--- src/rtl/seq_divider_if.sv ---
// Start/busy/done handshake and operand/result bus between the calculator control FSM and seq_divider.
// The control FSM uses the master modport and the divider uses the slave modport.
interface seq_divider_if #(
    parameter int WIDTH = 16
);
    logic             start;
    logic [WIDTH-1:0] dividend;
    logic [WIDTH-1:0] divisor;
    logic             busy;
    logic             done;
    logic [WIDTH-1:0] quotient;
    logic [WIDTH-1:0] remainder;
    logic             div_by_zero;

    modport master (
        output start,
        output dividend,
        output divisor,
        input  busy,
        input  done,
        input  quotient,
        input  remainder,
        input  div_by_zero
    );

    modport slave (
        input  start,
        input  dividend,
        input  divisor,
        output busy,
        output done,
        output quotient,
        output remainder,
        output div_by_zero
    );
endinterface

--- src/rtl/seq_divider.sv ---
// Sequential restoring divider producing one quotient bit per clock, with a start/busy/done handshake.
// Optional macro SIGNED_DIV_EN selects two's-complement operands with truncation toward zero.
module seq_divider #(
    parameter int WIDTH = 16
) (
    input  logic         clk,
    input  logic         rst_n,
    seq_divider_if.slave bus
);
    localparam int CW = $clog2(WIDTH + 1);

    typedef enum logic [1:0] {
        IDLE = 2'd0,
        CALC = 2'd1,
        DONE = 2'd2
    } state_t;

    state_t           state_q, state_d;
    logic [CW-1:0]    cnt_q, cnt_d;
    logic [WIDTH-1:0] q_reg_q, q_reg_d;
    logic [WIDTH-1:0] d_q, d_d;
    logic [WIDTH-1:0] r_q, r_d;
    logic [WIDTH-1:0] quotient_q, quotient_d;
    logic [WIDTH-1:0] remainder_q, remainder_d;
    logic             dbz_q, dbz_d;
    logic             done_q, done_d;
    logic             busy_q, busy_d;

    logic [WIDTH:0]   r_shift;
    logic [WIDTH:0]   trial;
    logic [WIDTH-1:0] r_src;
    logic [WIDTH-1:0] q_res;
    logic [WIDTH-1:0] r_res;
    logic [WIDTH-1:0] dvd_in;
    logic [WIDTH-1:0] dvs_in;
    logic             accept;

`ifdef SIGNED_DIV_EN
    logic q_neg_q, q_neg_d;
    logic r_neg_q, r_neg_d;
`endif

    // The partial remainder is always below the divisor, so WIDTH bits hold it and the
    // WIDTH+1-bit shifted value covers a divisor with its MSB set; trial[WIDTH] is the borrow.
    always_comb begin
        r_shift = {r_q, q_reg_q[WIDTH-1]};
        trial   = r_shift - {1'b0, d_q};
        r_src   = (d_q == '0) ? q_reg_q : r_q;
`ifdef SIGNED_DIV_EN
        dvd_in  = bus.dividend[WIDTH-1] ? -bus.dividend : bus.dividend;
        dvs_in  = bus.divisor[WIDTH-1]  ? -bus.divisor  : bus.divisor;
        q_res   = q_neg_q ? -q_reg_q : q_reg_q;
        r_res   = r_neg_q ? -r_src   : r_src;
`else
        dvd_in  = bus.dividend;
        dvs_in  = bus.divisor;
        q_res   = q_reg_q;
        r_res   = r_src;
`endif
    end

    // A start arriving during the done cycle is still busy and therefore ignored.
    always_comb begin
        state_d     = state_q;
        cnt_d       = cnt_q;
        q_reg_d     = q_reg_q;
        d_d         = d_q;
        r_d         = r_q;
        quotient_d  = quotient_q;
        remainder_d = remainder_q;
        dbz_d       = dbz_q;
        done_d      = 1'b0;
        accept      = 1'b0;
`ifdef SIGNED_DIV_EN
        q_neg_d     = q_neg_q;
        r_neg_d     = r_neg_q;
`endif

        case (state_q)
            IDLE: begin
                accept = bus.start && !busy_q;
                if (accept) begin
                    q_reg_d = dvd_in;
                    d_d     = dvs_in;
                    r_d     = '0;
                    cnt_d   = CW'(WIDTH);
                    dbz_d   = 1'b0;
`ifdef SIGNED_DIV_EN
                    q_neg_d = bus.dividend[WIDTH-1] ^ bus.divisor[WIDTH-1];
                    r_neg_d = bus.dividend[WIDTH-1];
`endif
                    state_d = (bus.divisor == '0) ? DONE : CALC;
                end
            end

            CALC: begin
                if (trial[WIDTH]) begin
                    r_d = r_shift[WIDTH-1:0];
                end else begin
                    r_d = trial[WIDTH-1:0];
                end
                q_reg_d = {q_reg_q[WIDTH-2:0], ~trial[WIDTH]};
                cnt_d   = cnt_q - CW'(1);
                if (cnt_q == CW'(1)) begin
                    state_d = DONE;
                end
            end

            DONE: begin
                done_d  = 1'b1;
                state_d = IDLE;
                if (d_q == '0) begin
                    quotient_d  = '1;
                    remainder_d = r_res;
                    dbz_d       = 1'b1;
                end else begin
                    quotient_d  = q_res;
                    remainder_d = r_res;
                end
            end

            default: begin
                state_d = IDLE;
            end
        endcase

        busy_d = (state_d != IDLE) || done_d;
    end

    always_ff @(posedge clk) begin
        if (!rst_n) begin
            state_q     <= IDLE;
            cnt_q       <= '0;
            q_reg_q     <= '0;
            d_q         <= '0;
            r_q         <= '0;
            quotient_q  <= '0;
            remainder_q <= '0;
            dbz_q       <= 1'b0;
            done_q      <= 1'b0;
            busy_q      <= 1'b0;
`ifdef SIGNED_DIV_EN
            q_neg_q     <= 1'b0;
            r_neg_q     <= 1'b0;
`endif
        end else begin
            state_q     <= state_d;
            cnt_q       <= cnt_d;
            q_reg_q     <= q_reg_d;
            d_q         <= d_d;
            r_q         <= r_d;
            quotient_q  <= quotient_d;
            remainder_q <= remainder_d;
            dbz_q       <= dbz_d;
            done_q      <= done_d;
            busy_q      <= busy_d;
`ifdef SIGNED_DIV_EN
            q_neg_q     <= q_neg_d;
            r_neg_q     <= r_neg_d;
`endif
        end
    end

    assign bus.busy        = busy_q;
    assign bus.done        = done_q;
    assign bus.quotient    = quotient_q;
    assign bus.remainder   = remainder_q;
    assign bus.div_by_zero = dbz_q;
endmodule

--- src/flat_wrapper.sv ---
// flat-port wrapper written by rule: the top's interface ports become plain ports
module seq_divider_flat 
#(
    parameter int WIDTH = 16
)
  (clk, rst_n, bus_start, bus_dividend, bus_divisor, bus_busy, bus_done, bus_quotient, bus_remainder, bus_div_by_zero);
  seq_divider_if #(.WIDTH(WIDTH)) bus_i ();
  input  logic clk;
  input  logic rst_n;
  input wire logic [$bits(bus_i.start)-1:0] bus_start;
  input wire logic [$bits(bus_i.dividend)-1:0] bus_dividend;
  input wire logic [$bits(bus_i.divisor)-1:0] bus_divisor;
  output wire logic [$bits(bus_i.busy)-1:0] bus_busy;
  output wire logic [$bits(bus_i.done)-1:0] bus_done;
  output wire logic [$bits(bus_i.quotient)-1:0] bus_quotient;
  output wire logic [$bits(bus_i.remainder)-1:0] bus_remainder;
  output wire logic [$bits(bus_i.div_by_zero)-1:0] bus_div_by_zero;
  assign bus_i.start = bus_start;
  assign bus_i.dividend = bus_dividend;
  assign bus_i.divisor = bus_divisor;
  assign bus_busy = bus_i.busy;
  assign bus_done = bus_i.done;
  assign bus_quotient = bus_i.quotient;
  assign bus_remainder = bus_i.remainder;
  assign bus_div_by_zero = bus_i.div_by_zero;
  seq_divider #(.WIDTH(WIDTH)) u_core (.clk(clk), .rst_n(rst_n), .bus(bus_i));
endmodule
--- config.mk ---
export PLATFORM = sky130hd
export DESIGN_NAME = seq_divider_flat
export DESIGN_NICKNAME = d
export VERILOG_FILES = /design/src/rtl/seq_divider_if.sv /design/src/rtl/seq_divider.sv /design/src/flat_wrapper.sv
export SDC_FILE = /design/constraint.sdc
export NUM_CORES = 1
export LEC_CHECK = 0
export CAP_MARGIN = 20
export CELL_PAD_IN_SITES_DETAIL_PLACEMENT = 1
export CELL_PAD_IN_SITES_GLOBAL_PLACEMENT = 1
export CORE_MARGIN = 5
export CORE_UTILIZATION = 45
export CTS_BUF_LIST = sky130_fd_sc_hd__clkbuf_8
export DETAILED_ROUTE_END_ITERATION = 7
export PLACE_DENSITY_LB_ADDON = 0.05
export SETUP_SLACK_MARGIN = 0.5
export SLEW_MARGIN = 15
export SYNTH_ARGS = -nofsm -noshare
export SYNTH_HDL_FRONTEND = slang
export SYNTH_SLANG_ARGS = --single-unit
--- constraint.sdc ---
create_clock -name clk -period 5.1 [get_ports clk]
set_input_delay 0.51 -clock clk [delete_from_list [all_inputs] [get_ports clk]]
set_output_delay 0.51 -clock clk [all_outputs]
set_load 0.02 [all_outputs]
==> results by group <==
Global routing
  • Initial antenna violation count: 0
  • GRT Total Usage: 0.2235
  • Grt total ovfl: 0
  • Vias in the first global route: 4343
  • Largest net degree at the start of global routing: 66
  • First-pass GRT wire length: 22560 um

Floorplanning
  • DIE AREA: 12300 um2
  • Row count: 36
  • Die H: 110.9 um
  • Width of the die: 110.9 um
  • Core footprint: 9864 um2
  • Starting Density: 0.4644
  • Ports: 70

Setup path
  • Stages on worst setup path: 10
  • FF-to-FF End: u_core.r_q[1]
  • Crit-path leading delay family: compound AO/OA/AOI/OAI gates
  • WP data arrival: 3.54 ns
  • CP max FO: 23
  • Startpoint types: register
  • Critical Path RT: 5.35 ns
  • Worst Setup End Kind: register
  • CP max stage delay: 0.95 ns
  • Critical Path, Cell by Cell: inv_1, ha_1, inv_1, fa_1, a211oi_2, o211ai_2, a31o_1, a221oi_4, mux2i_1, o21ai_1
  • Flop2flop setup slack: 1.81 ns
  • CP dominant cell by count: inv_1
  • Kind of critical path: reg2reg
  • Worst Reg-to-Reg Cells: 10
  • Buf+Inv Stages, Crit Path: 2
  • Worst path slowest cell: a221oi_4
  • R2r startpoint: u_core.q_reg_q[15]

Synthesis
  • Sequential-to-total area share from yosys stat: 0.3933
  • Synth Area per Inst: 8.036 um2
  • Gate count after technology mapping: 570
  • Post-synthesis mux area share: 0.02895
  • Synth Area in XOR/XNOR: 0.01721
  • #FFs+latches synth: 90
  • Largest family of logic cells by synthesized area: compound AO/OA/AOI/OAI gates
  • Number of synthesized flops with an enable pin: 0
  • Most common library cells after synthesis: nand2_1 (108), dfxtp_1 (90), a21oi_1 (61)
  • Yosys warning total: 0
  • Async SR Flop Fraction: 0
  • Top-count cell post-synth: nand2_1
  • Post-Syn Nets: 624
  • Yosys top cell by area: dfxtp_1
  • Simple-gate share of the synthesized area: 0.1983
  • Synth top area cells: dfxtp_1 (39%), nand2_1 (8.9%), a21oi_1 (6.7%), ha_1 (4.9%), nor2_1 (3.9%)
  • Cell variety after synth: 61
  • Post-Synth Adder-Cell Area: 0.05354
  • Compound-Gate Fraction of Synth Area: 0.2551
  • Post-Synthesis Cell Area: 4581 um2
  • Post-synth top area share: 0.3933
  • Post-synth top flop: dfxtp_1

Placement
  • Placed cell count: 742
  • Number of buffers added on ports: 69
  • Detailed Place HPWL: 10120 um
  • Routability cong.: 0.8599

Layout
  • Layout cell share with drive strength beyond 1: 0.07325
  • Diode count: 0
  • Fin util: 0.5628
  • Fillers: 1213
  • Layout Area Growth over Synthesis: 21.20%
  • Final net count: 677
  • Non-Filler Instances: 761

Timing
  • Final Hold Vio Count: 0
  • Total Neg Setup Slack: 0 ns
  • Worst slew pin tran: 1.148 ns
  • Worst rel slew slack: 0.2344
  • Max Slew Vio Count: 0
  • Clk_skew: 0.01316 ns
  • Final period util: 0.6448
  • Fmax: 0.3041 GHz
  • Finish-stage setup viols: 0
  • RSZ-0062 raised after global routing: no
  • Hold slack: 0.4773 ns
  • Final worst path period need: 3.289 ns

Worst hold path
  • Hold EP: u_core.d_q[7]
  • Hold Startpoint: u_core.d_q[7]
  • Hold Path Depth: 2
  • Worst min-delay path class: reg2reg

Power
  • Maximum vdd drop: 0.2736 mV
  • Leakage Power: 1.976 nW
  • PwrDens: 439.2 nW/um2

Route
  • Final ANT Viol Nets: 0
  • DRT iter0 DRCs: 213
  • Vias per Instance: 5.703
  • Residual DRC: 0
  • Wire per inst: 17.92 um
  • Via count: 4340
  • Post-Route WL: 13640 um
  • DRT Pass-1 Iters: 4

Run
  • Max_cap viols: 0

Clock tree
  • CTS Hold Buffers Added: 0
  • Clock transition at the registers of the reported paths: 0.09 ns
  • CTS H-Tree Depth: 3
  • CTS tree: yes
  • Setup Buffers After CTS: 0
  • # resized after CTS: 0
  • CTS Buffer Depth: 2
  • Sink Count: 90
  • Root Driver: clkbuf_8
  • Cts bufs inserted: 9
  • Worst-Skew Late Latency: 0.37 ns

Run status
  • Status: finished clean
-- state kept, by name, indices dropped and copies added, names as in the netlist, 2 cells and up --
signal,flops
u_core.bus.quotient,16
u_core.r_q,16
u_core.bus.remainder,16
u_core.d_q,16
u_core.q_reg_q,16
u_core.cnt_q,5
u_core.state_q,2
-- tightest hold or removal path: stages, from the launching register on --
cell and delay (ns):
dfxtp_1 0.33, nand2_1 0.06, a21oi_1 0.05
-- cells in the final DEF (no fill, tap or decap), drive strengths merged, types with 2 or more instances in the layout --
cell type / instances
o21ai: 35
dfxtp: 90
nor4: 10
or3: 2
nand2: 110
xor2: 5
nand3b: 2
o211a: 2
inv: 26
a2bb2oi: 4
a211oi: 4
a41oi: 2
a22oi: 18
and3: 2
nor2: 47
clkbuf: 10
a21oi: 62
nand4: 6
a311oi: 16
or2: 2
mux2: 2
buf: 8
nor3: 9
xnor2: 4
o21a: 2
a31oi: 4
o211ai: 8
clkinv: 3
nand3: 6
a21o: 9
mux2i: 11
clkdlybuf4s50: 69
nand2b: 2
ha: 18
a221oi: 2
-- per-layer routing --
metal	global-route usage	part of all wire
met5	0	0
met4	0.05829	0.011
met3	0.03876	0.041
met2	0.3600	0.47
met1	0.3097	0.48
-- power by group --
part	total (mW)	internal [mW]	switching (mW)
clock network	0.461	0.192	0.270
registers	0.836	0.762	0.0734
logic	1.14	0.488	0.653
total	2.44	1.44	0.996
-- metrics by stage --
stage / worst slack [ns] / total power [mW] / area [um2]
2_1_floorplan: 2.572 / 1.771 / 4581
3_3_place_gp: 1.927 / 1.937 / 5338
3_5_place_dp: 1.831 / 1.972 / 5338
4_1_cts: 1.815 / 2.435 / 5515
5_1_grt: 1.546 / 2.601 / 5552
6_report: 1.811 / 2.438 / 5552
-- cells by family (layout without fill, tap and decap cells) --
kind of cell,Yosys count,after routing
AOI/OAI and AO/OA,175,175
xor gates and xnor gates,9,9
adders and majority gates,19,19
buffers and inverters,58,116
DFF,90,90
muxes,13,13
and+or+nand+nor,206,206
-- how the worst max path moves through the flow --
stage / start / to
floorplan: u_core.q_reg_q[15] / u_core.r_q[10]
global placement: u_core.q_reg_q[15] / u_core.r_q[0]
detailed placement: u_core.q_reg_q[15] / u_core.r_q[0]
CTS: u_core.q_reg_q[15] / u_core.r_q[0]
global route: u_core.q_reg_q[15] / u_core.r_q[1]
finish: u_core.q_reg_q[15] / u_core.r_q[1]
-- area by class of cell --
cell class	count	area, um2	area share
multi-input combinational	422	2557	0.4607
sequential	90	1802	0.3245
clock buffer	10	137.6	0.02479
timing repair buffer	77	762.0	0.1373
inverter	23	86.33	0.01555
tap	133	166.4	0.02998
clock inverter	6	40.04	0.007212
Power figures use the tool's default switching activity.
